**src/rtl/sha256_ctrl_pkg.sv**
```systemverilog
// Shared types and constants for the SHA-256 host controller: FSM states,
// host command codes, status bit positions and the fixed uio output enable.
package sha256_ctrl_pkg;

  typedef enum logic [1:0] {
    LOAD = 2'd0,
    RUN  = 2'd1,
    DONE = 2'd2
  } ctrl_state_t;

  localparam logic [1:0] CMD_DATA        = 2'b00;
  localparam logic [1:0] CMD_START_FIRST = 2'b01;
  localparam logic [1:0] CMD_START_NEXT  = 2'b10;
  localparam logic [1:0] CMD_ABORT       = 2'b11;

  localparam int STAT_BUSY         = 0;
  localparam int STAT_BUF_FULL     = 1;
  localparam int STAT_DIGEST_VALID = 2;
  localparam int STAT_ERR          = 3;

  localparam logic [7:0] HOST_OE = 8'hF0;

  // Byte 0 is the most significant byte of the digest word.
  function automatic logic [7:0] digest_byte(input logic [31:0] word, input logic [1:0] sel);
    logic [7:0] b;
    case (sel)
      2'd0:    b = word[31:24];
      2'd1:    b = word[23:16];
      2'd2:    b = word[15:8];
      default: b = word[7:0];
    endcase
    return b;
  endfunction

endpackage

```
**src/rtl/sha256_host_ctrl_sync_edge.sv**
```systemverilog
// Multi-flop synchroniser for an asynchronous host strobe followed by a
// rising-edge detector; rise is high for one cycle, SYNC_STAGES+1 edges after the pin.
module sync_edge #(
  parameter int SYNC_STAGES = 2
) (
  input  logic clk,
  input  logic rst_n,
  input  logic din,
  output logic rise
);

  logic [SYNC_STAGES-1:0] sync_q;
  logic                   last_q;

  always_ff @(posedge clk or negedge rst_n) begin
    if (!rst_n) begin
      sync_q <= '0;
      last_q <= 1'b0;
    end else begin
      sync_q <= {sync_q[SYNC_STAGES-2:0], din};
      last_q <= sync_q[SYNC_STAGES-1];
    end
  end

  assign rise = sync_q[SYNC_STAGES-1] & ~last_q;

endmodule

```
**src/rtl/sha256_host_ctrl.sv**
```systemverilog
// Byte-serial host controller for the SHA-256 core: message load, start/done
// sequencing and digest readback. Build option SHA256_AUTOSTART_EN starts the core on word 15.
//
// state | meaning
// LOAD  | accepting message bytes, buffer not yet handed to the core
// RUN   | core compressing; host writes are errors, reads ignored
// DONE  | digest readable; a DATA byte begins the next block
module sha256_host_ctrl
  import sha256_ctrl_pkg::*;
#(
  parameter int SYNC_STAGES = 2,
  parameter int BLOCK_WORDS = 16
) (
  input  logic        clk,
  input  logic        rst_n,
  input  logic        ena,
  input  logic [7:0]  host_din,
  input  logic        host_wr,
  input  logic        host_rd,
  input  logic [1:0]  host_cmd,
  output logic [7:0]  host_dout,
  output logic [3:0]  host_status,
  output logic [7:0]  host_oe,
  output logic [31:0] msg_word,
  output logic [3:0]  msg_idx,
  output logic        msg_we,
  output logic        core_start,
  output logic        core_first,
  input  logic        core_busy,
  input  logic        core_done,
  output logic [2:0]  digest_idx,
  input  logic [31:0] digest_word
);

  localparam logic [6:0] BUF_BYTES = 7'(BLOCK_WORDS * 4);

  ctrl_state_t state;
  logic [6:0]  byte_ptr;
  logic [4:0]  rd_ptr;
  logic        digest_valid, first_pending, abort_pending, err;
  logic        wr_rise, rd_rise, wr_edge, rd_edge;
  logic        buf_full, wr_abort, go_run;

  sync_edge #(.SYNC_STAGES(SYNC_STAGES)) u_sync_wr (
    .clk(clk), .rst_n(rst_n), .din(host_wr), .rise(wr_rise));
  sync_edge #(.SYNC_STAGES(SYNC_STAGES)) u_sync_rd (
    .clk(clk), .rst_n(rst_n), .din(host_rd), .rise(rd_rise));

  assign wr_edge  = wr_rise & ena;
  assign rd_edge  = rd_rise & ena;
  assign buf_full = (byte_ptr == BUF_BYTES);
  assign wr_abort = wr_edge && (host_cmd == CMD_ABORT) && (state != RUN);

  // go_run marks the write edge that hands the buffer to the core.
`ifdef SHA256_AUTOSTART_EN
  assign go_run = wr_edge && (state != RUN) && (host_cmd == CMD_DATA) &&
                  (byte_ptr == BUF_BYTES - 7'd1);
`else
  assign go_run = wr_edge && (state != RUN) && buf_full &&
                  ((host_cmd == CMD_START_FIRST) || (host_cmd == CMD_START_NEXT));
`endif

  assign host_oe    = HOST_OE;
  assign digest_idx = rd_ptr[4:2];

  always_comb begin
    host_status                    = '0;
    host_status[STAT_BUSY]         = (state == RUN);
    host_status[STAT_BUF_FULL]     = buf_full;
    host_status[STAT_DIGEST_VALID] = digest_valid;
    host_status[STAT_ERR]          = err;
  end

  always_ff @(posedge clk or negedge rst_n) begin
    if (!rst_n) begin
      state         <= LOAD;
      byte_ptr      <= '0;
      rd_ptr        <= '0;
      digest_valid  <= 1'b0;
      first_pending <= 1'b1;
      abort_pending <= 1'b0;
      err           <= 1'b0;
      host_dout     <= '0;
      msg_word      <= '0;
      msg_idx       <= '0;
      msg_we        <= 1'b0;
      core_start    <= 1'b0;
      core_first    <= 1'b0;
    end else begin
      msg_we     <= 1'b0;
      core_start <= 1'b0;
      host_dout  <= digest_valid ? digest_byte(digest_word, rd_ptr[1:0]) : 8'h00;

      if (wr_edge) begin
        if (state == RUN) begin
          if (host_cmd == CMD_ABORT) abort_pending <= 1'b1;
          else                       err <= 1'b1;
        end else begin
          case (host_cmd)
            CMD_DATA: begin
              if (buf_full) begin
                err <= 1'b1;
              end else begin
                msg_word <= {msg_word[23:0], host_din};
                byte_ptr <= byte_ptr + 7'd1;
                state    <= LOAD;
                if (byte_ptr[1:0] == 2'd3) begin
                  msg_we  <= 1'b1;
                  msg_idx <= byte_ptr[5:2];
                end
              end
            end
            CMD_START_FIRST, CMD_START_NEXT: begin
              if (!go_run) err <= 1'b1;
            end
            default: begin
              byte_ptr      <= '0;
              rd_ptr        <= '0;
              digest_valid  <= 1'b0;
              first_pending <= 1'b1;
              err           <= 1'b0;
              state         <= LOAD;
            end
          endcase
          if (go_run) begin
            core_start   <= 1'b1;
            core_first   <= (host_cmd == CMD_START_FIRST) | first_pending;
            digest_valid <= 1'b0;
            state        <= RUN;
          end
        end
      end

      // Reads see the state left by a same-cycle write.
      if (rd_edge && (state != RUN) && !go_run) begin
        if (digest_valid && !wr_abort) rd_ptr <= rd_ptr + 5'd1;
        else                           err <= 1'b1;
      end

      if (core_done && (state == RUN)) begin
        byte_ptr      <= '0;
        rd_ptr        <= '0;
        abort_pending <= 1'b0;
        if (abort_pending || (wr_edge && (host_cmd == CMD_ABORT))) begin
          digest_valid  <= 1'b0;
          first_pending <= 1'b1;
          err           <= 1'b0;
          state         <= LOAD;
        end else begin
          digest_valid  <= 1'b1;
          first_pending <= 1'b0;
          state         <= DONE;
        end
      end
    end
  end

endmodule

```
**config.mk**
```make
export PLATFORM = sky130hd
export DESIGN_NAME = sha256_host_ctrl
export DESIGN_NICKNAME = d
export VERILOG_FILES = /design/src/rtl/sha256_ctrl_pkg.sv /design/src/rtl/sha256_host_ctrl_sync_edge.sv /design/src/rtl/sha256_host_ctrl.sv
export SDC_FILE = /design/constraint.sdc
export NUM_CORES = 1
export LEC_CHECK = 0
export ABC_AREA = 1
export ABC_CLOCK_PERIOD_IN_PS = 1850
export CORE_MARGIN = 1
export CORE_UTILIZATION = 47
export DETAILED_ROUTE_END_ITERATION = 6
export PLACE_DENSITY_LB_ADDON = 0.1
export SYNTH_ARGS = -nofsm -noshare
export SYNTH_HDL_FRONTEND = slang
export SYNTH_SLANG_ARGS = --single-unit
```
**constraint.sdc**
```tcl
create_clock -name clk -period 1.85 [get_ports clk]
set_input_delay 0.4625 -clock clk [delete_from_list [all_inputs] [get_ports clk]]
set_output_delay 0.4625 -clock clk [all_outputs]
set_load 0.02 [all_outputs]
```
# [After elaboration in Yosys (flattened, before gate mapping)]
# Index checks and enable logic that the tools add are counted.
[word_totals] register_bits=71
[classes] eq_ne=16 n_addsub=2 muxes=53 n_reduce_logical=28 n_bitwise=9
[ops] cell="2-to-1 mux 1 bit" count=32
[ops] cell="2-to-1 mux 5 bit" count=6
[ops] cell="2-to-1 mux 7 bit" count=4
[ops] cell="one-hot mux 8 bit (3 select lines)" count=1
[ops] cell="one-hot mux 7 bit (2 select lines)" count=1
[ops] cell="2-to-1 mux 2 bit" count=6
[ops] cell="AND reduction 3 bit" count=4
[ops] cell="AND reduction 4 bit" count=3
[ops] cell="logical AND 1 bit" count=9
[ops] cell="== test 2 bit (second input constant)" count=4
[ops] cell="2-to-1 mux 8 bit" count=1
[ops] cell="adder 7 x 1 -> 7 bit (second input constant)" count=1
[ops] cell="== test 7 bit (second input constant)" count=1
[ops] cell="== test 2 x 1 -> 1 bit (second input constant)" count=3
[ops] cell="inequality test 2 x 1 -> 1 bit (second input constant)" count=3
[ops] cell="inequality test 3 bit (second input constant)" count=2
[ops] cell="nonzero test 2 bit" count=3
[ops] cell="adder 5 x 1 -> 5 bit (second input constant)" count=1
[ops] cell="AND reduction 5 bit" count=1
[ops] cell="AND 1 bit" count=4
[ops] cell="logical NOT 2 bit" count=2
[ops] cell="inequality test 4 bit (second input constant)" count=1
[ops] cell="NOT 1 bit" count=4
[ops] cell="one-hot mux 2 bit (2 select lines)" count=1
[ops] cell="8 further kinds" count=10

# [Logic depth before layout (Yosys ltp)]
[logic_depth] word_depth=14 mapped_depth=11 depth_no_buf=11

# [Cells and area by module]
# Synthesis repeated with hierarchy kept, for this count alone.
[unflattened] hier_cells=388 area_unflattened_um2=3508.4
[modules_own_cells] module="sha256_host_ctrl" instances=1 area_each_um2=3338.2 cells_each=378
[modules_own_cells] module="sync_edge" instances=2 area_each_um2=85.1 cells_each=5

# [Least setup slack after synthesis]
# Ideal clock, no wire load.
[synth_timing] kind="flip-flop to flip-flop" from="register byte_ptr[0]" to="register byte_ptr[6]" arrival_ns=1.444 t_required_ns=1.732 setup_time_ns=0.118 stages_incl_launch_ff=11 setup_slack_ns=0.288 path_cell_list="dfrtp_1 inv_1 ha_1 inv_1 nor2_1 nand3_2 o21ai_2 nand2_4 buf_8 nand2_2 o21ai_2"
[synth_via] elab_chain_len=6 word_cells_on_any_way=9 cone_classes="add/sub (1); eq/ne (2); mux (5); reduce/logical (1)"
[synth_lines] element="start, declared" line_no="sha256_host_ctrl.sv:38" text="logic [6:0] byte_ptr;"
[synth_lines] element="start signal, assigned" line_no="sha256_host_ctrl.sv:105" text="byte_ptr <= byte_ptr + 7'd1;"
[synth_lines] element="adder 7 x 1 -> 7 bit" line_no="sha256_host_ctrl.sv:105"
[synth_lines] element="2-to-1 mux 7 bit" line_no="sha256_host_ctrl.sv:101" text="if (buf_full) begin"
[synth_lines] element="one-hot mux 7 bit (2 select lines)" line_no="sha256_host_ctrl.sv:99" text="case (host_cmd)"
[synth_lines] element="2-to-1 mux 7 bit" line_no="sha256_host_ctrl.sv:95" text="if (state == RUN) begin"
[synth_lines] element="2-to-1 mux 7 bit" line_no="sha256_host_ctrl.sv:94" text="if (wr_edge) begin"
[synth_lines] element="2-to-1 mux 7 bit" line_no="sha256_host_ctrl.sv:140" text="if (core_done && (state == RUN)) begin"
# Several ways; a longest one is shown, not always the timed one. The select of a mux whose other input is x is not followed.
# A chain may end at the register's enable or synchronous reset.

# [Final worst setup path]
[layout_timing] from="register err" to="output port host_status[3]"
[layout_lines] element="start, declared" line_no="sha256_host_ctrl.sv:40" text="logic digest_valid, first_pending, abort_pending, err;"
[layout_lines] element="start signal, assigned" line_no="sha256_host_ctrl.sv:82" text="err <= 1'b0;"
[layout_lines] element="start signal, assigned" line_no="sha256_host_ctrl.sv:97" text="else err <= 1'b1;"
[layout_lines] element="start signal, assigned" line_no="sha256_host_ctrl.sv:102" text="err <= 1'b1;"
[layout_lines] element="end, declared" line_no="sha256_host_ctrl.sv:22" text="output logic [3:0] host_status,"
# No word-level cell between the ends.

==> results by group <==
Status
  – Status: completed

Floorplan
  – Num rows: 31
  – Height of the die: 88.3 um
  – Total core area: 0.00721 mm2
  – Num ports: about 110
  – Initial Util: 0.486
  – Die width: 88.3 um
  – DIE AREA: 0.00780 mm2

Route
  – DR pass1 iterations: 4
  – DRC viols: 0
  – Post-DR wirelength/cell: 12.4 um
  – Final wirelength: ~7900 um
  – Remaining antenna violation count after routing: 0
  – Via count: 3039
  – Initial DRC count: 126
  – Routed vias/inst: 4.77

Cells and area
  – Fin area: 0.00501 mm2
  – Diode count: 0
  – # nets final: 591
  – Area Growth Syn to Fin: 42.9%
  – Share of cells above drive strength 1: 0.175

Timing
  – Fin. Hold Viols: 0
  – Max Clock Skew: 8.09 ps
  – Fmax: ~0.55 GHz
  – Fin crit share: 0.980
  – Slew Limit Fails: 0
  – Final setup viols: 0
  – Fin crit period: 1810 ps
  – RSZ-0062 raised after global routing: false

Worst setup path
  – Slowest cell on crit path: clkdlybuf4s50_1
  – Worst Setup Path Type: register to output pin
  – Crit path cell chain: clkdlybuf4s50_1
  – Critical Path RT: ~1400 ps
  – R2R depth: 10
  – Delay-heaviest family, CP: buffers and inverters
  – Reg2reg start: byte_ptr[1]
  – Crit path max fanout: 4
  – FF-to-FF setup slack: 120 ps
  – Worst EP arrival: roughly 1400 ps
  – Reg-to-reg endpoint: byte_ptr[6]
  – Setup crit end kind: output pin
  – Levels on crit path: 1
  – Critical path's largest stage delay: 620 ps
  – Bufs and invs on worst path: 1
  – Crit start category: register

Synthesis
  – Sequential share of the synthesized area: 0.508
  – Post-Syn Area: 0.00350 mm2
  – EDFF count, synth: 0
  – Yosys cell types: 35
  – Yosys top cell area share: 0.500
  – Syn Area/Cell: 8.65 um2
  – Post-synth top area cell: dfrtp_1
  – Mapped Cells: between 400 and 500
  – Synth top area cells: dfrtp_1 50%, nand2_1 9.1%, inv_1 4.5%
  – Asr flop ratio synth: 1.00
  – Seq cells post-synth: 71
  – Commonest cells post-synth: 85 x nand2_1, 70 x dfrtp_1, 42 x inv_1
  – Most used DFF post-synth: dfrtp_1
  – Yosys warning total: 0
  – Top-count cell post-synth: nand2_1

CTS
  – TritonCTS buffer count: 9
  – H-tree depth: 3
  – CTS tree: built
  – Worst-Skew Late Latency: 340 ps
  – Root Buffer Master: clkbuf_8
  – Post-CTS setup buffer count: 0
  – Maximum buffer depth of the clock tree: 2
  – Clock sinks: 71
  – Worst-path clk slew: 80 ps

Global route
  – Number of global-route vias before repair: between 2k and 3k
  – Grt total ovfl: 0
  – All-layer global routing usage: 0.214
  – Pin count of the biggest net entering global routing: 59
  – Antenna violations before repair: 0
  – First-pass GRT wire length: between 10000 and 15000 um

Placed design
  – Post-DP HPWL: 5800 um
  – Global placer's final weighted congestion: around 0.85
  – Area post-placement: between 0.004 and 0.005 mm2
  – Number of I/O port buffers: approximately 100

Power
  – P_leak: 0.00248 uW
  – VDD IR-drop max: 0.000699 V
  – PwrDens: 1330 mW/mm2
  – Final Power: approximately 6700 uW

Hold path
  – Hold Path Class: input pin to asynchronous set/reset pin

Flow run
  – Max-cap violation count: 0
kinds of logic after synthesis:
group | Yosys count | synth area share
adder cells (fa/ha/maj) | 9 | 0.0321
AO/OA/AOI/OAI | 80 | 0.128
buffers and inverters | 76 | 0.107
XOR/XNOR | 2 | 0.00500
other | 2 | 0.00214
flip-flops | 71 | 0.508
AND/OR/NAND/NOR | 165 | 0.219
metrics by stage:
step | hold WS, ps | setup slack, ps | TNS [ps] | util | instances
floorplan | 167 | 288 | 0 | - | 411
global placement | 334 | -253 | -4800 | 0.664 | 621
detailed placement | 335 | -280 | -6590 | 0.664 | 621
CTS | 18.7 | 1.18 | 0 | 0.690 | 637
global route | 32.3 | 1.24 | 0 | 0.694 | 637
finish | 20.0 | 37.7 | 0 | 0.694 | 637
repair_timing:
action | CTS | global route
gates cloned | 0 | 0
hold buffers | 0 | 0
gates resized for setup | 9 | 9
pin swaps | 0 | 2
setup endpoints to repair | 3 | 8
worst reg2reg max path: stages, from the launching register on:
cell,delay [ps]
dfrtp_1,400
inv_2,70
ha_2,180
inv_1,40
nor2_1,100
nand3_2,150
o21ai_2,270
nand2_4,130
buf_12,170
nand2_2,70
o21ai_2,50
state kept, by name, indices dropped and copies added (netlist names), 2 cells and up:
register,flops
rd_ptr,5
byte_ptr,7
u_sync_wr.sync_q,2
msg_word,32
msg_idx,4
host_dout,8
u_sync_rd.sync_q,2
state,2
metal layers:
layer	vias to the layer above	part of all wire	global-route usage
met3	11	0.048	0.0373
met4	0	0.015	0.0806
li1	1531	-	-
met5	-	0	0
met1	1420	0.46	0.300
met2	77	0.47	0.334
area by class of cell:
cell class | instances | area, um2
fillers | 600 | 2210
flip-flops and latches | 71 | 1780
multi-input cells | 264 | 1390
repair buffers | 138 | 1350
inverters | 49 | 184
clock buffers | 9 | 124
well taps | 99 | 124
clock inverters | 7 | 61.3
placed cells by master (no fill, tap or decap), drive strengths merged, types with 4 or more instances in the layout:
master,Yosys,routed
nor3,4,4
clkdlybuf4s50,0,91
ha,9,9
nor2,48,48
conb,2,8
buf,26,39
dlymetal6s2s,0,6
nand2,92,92
dfrtp,70,70
a21oi,30,30
inv,48,52
clkbuf,1,9
nand3,17,17
a31oi,8,8
o21ai,39,39
how the worst max path moves through the flow:
stage	from	end	slack (ps)
final	err	host_status[3]	40
after global routing	msg_word[10]	msg_word[10]	1
after CTS	byte_ptr[0]	host_status[1]	1
after detailed placement	host_cmd[1]	byte_ptr[6]	-280
after global placement	host_cmd[0]	byte_ptr[6]	-250
after floorplan	byte_ptr[0]	byte_ptr[6]	290
power breakdown:
group          leakage, uW  total [uW]  switching, uW  internal, uW
logic              0.00152        3110           1690          1420
clock network    0.0000888        1170            659           512
registers         0.000875        2390            317          2070
total              0.00248        6670           2670          4000
Note: power is estimated with default switching activity, not from simulation.
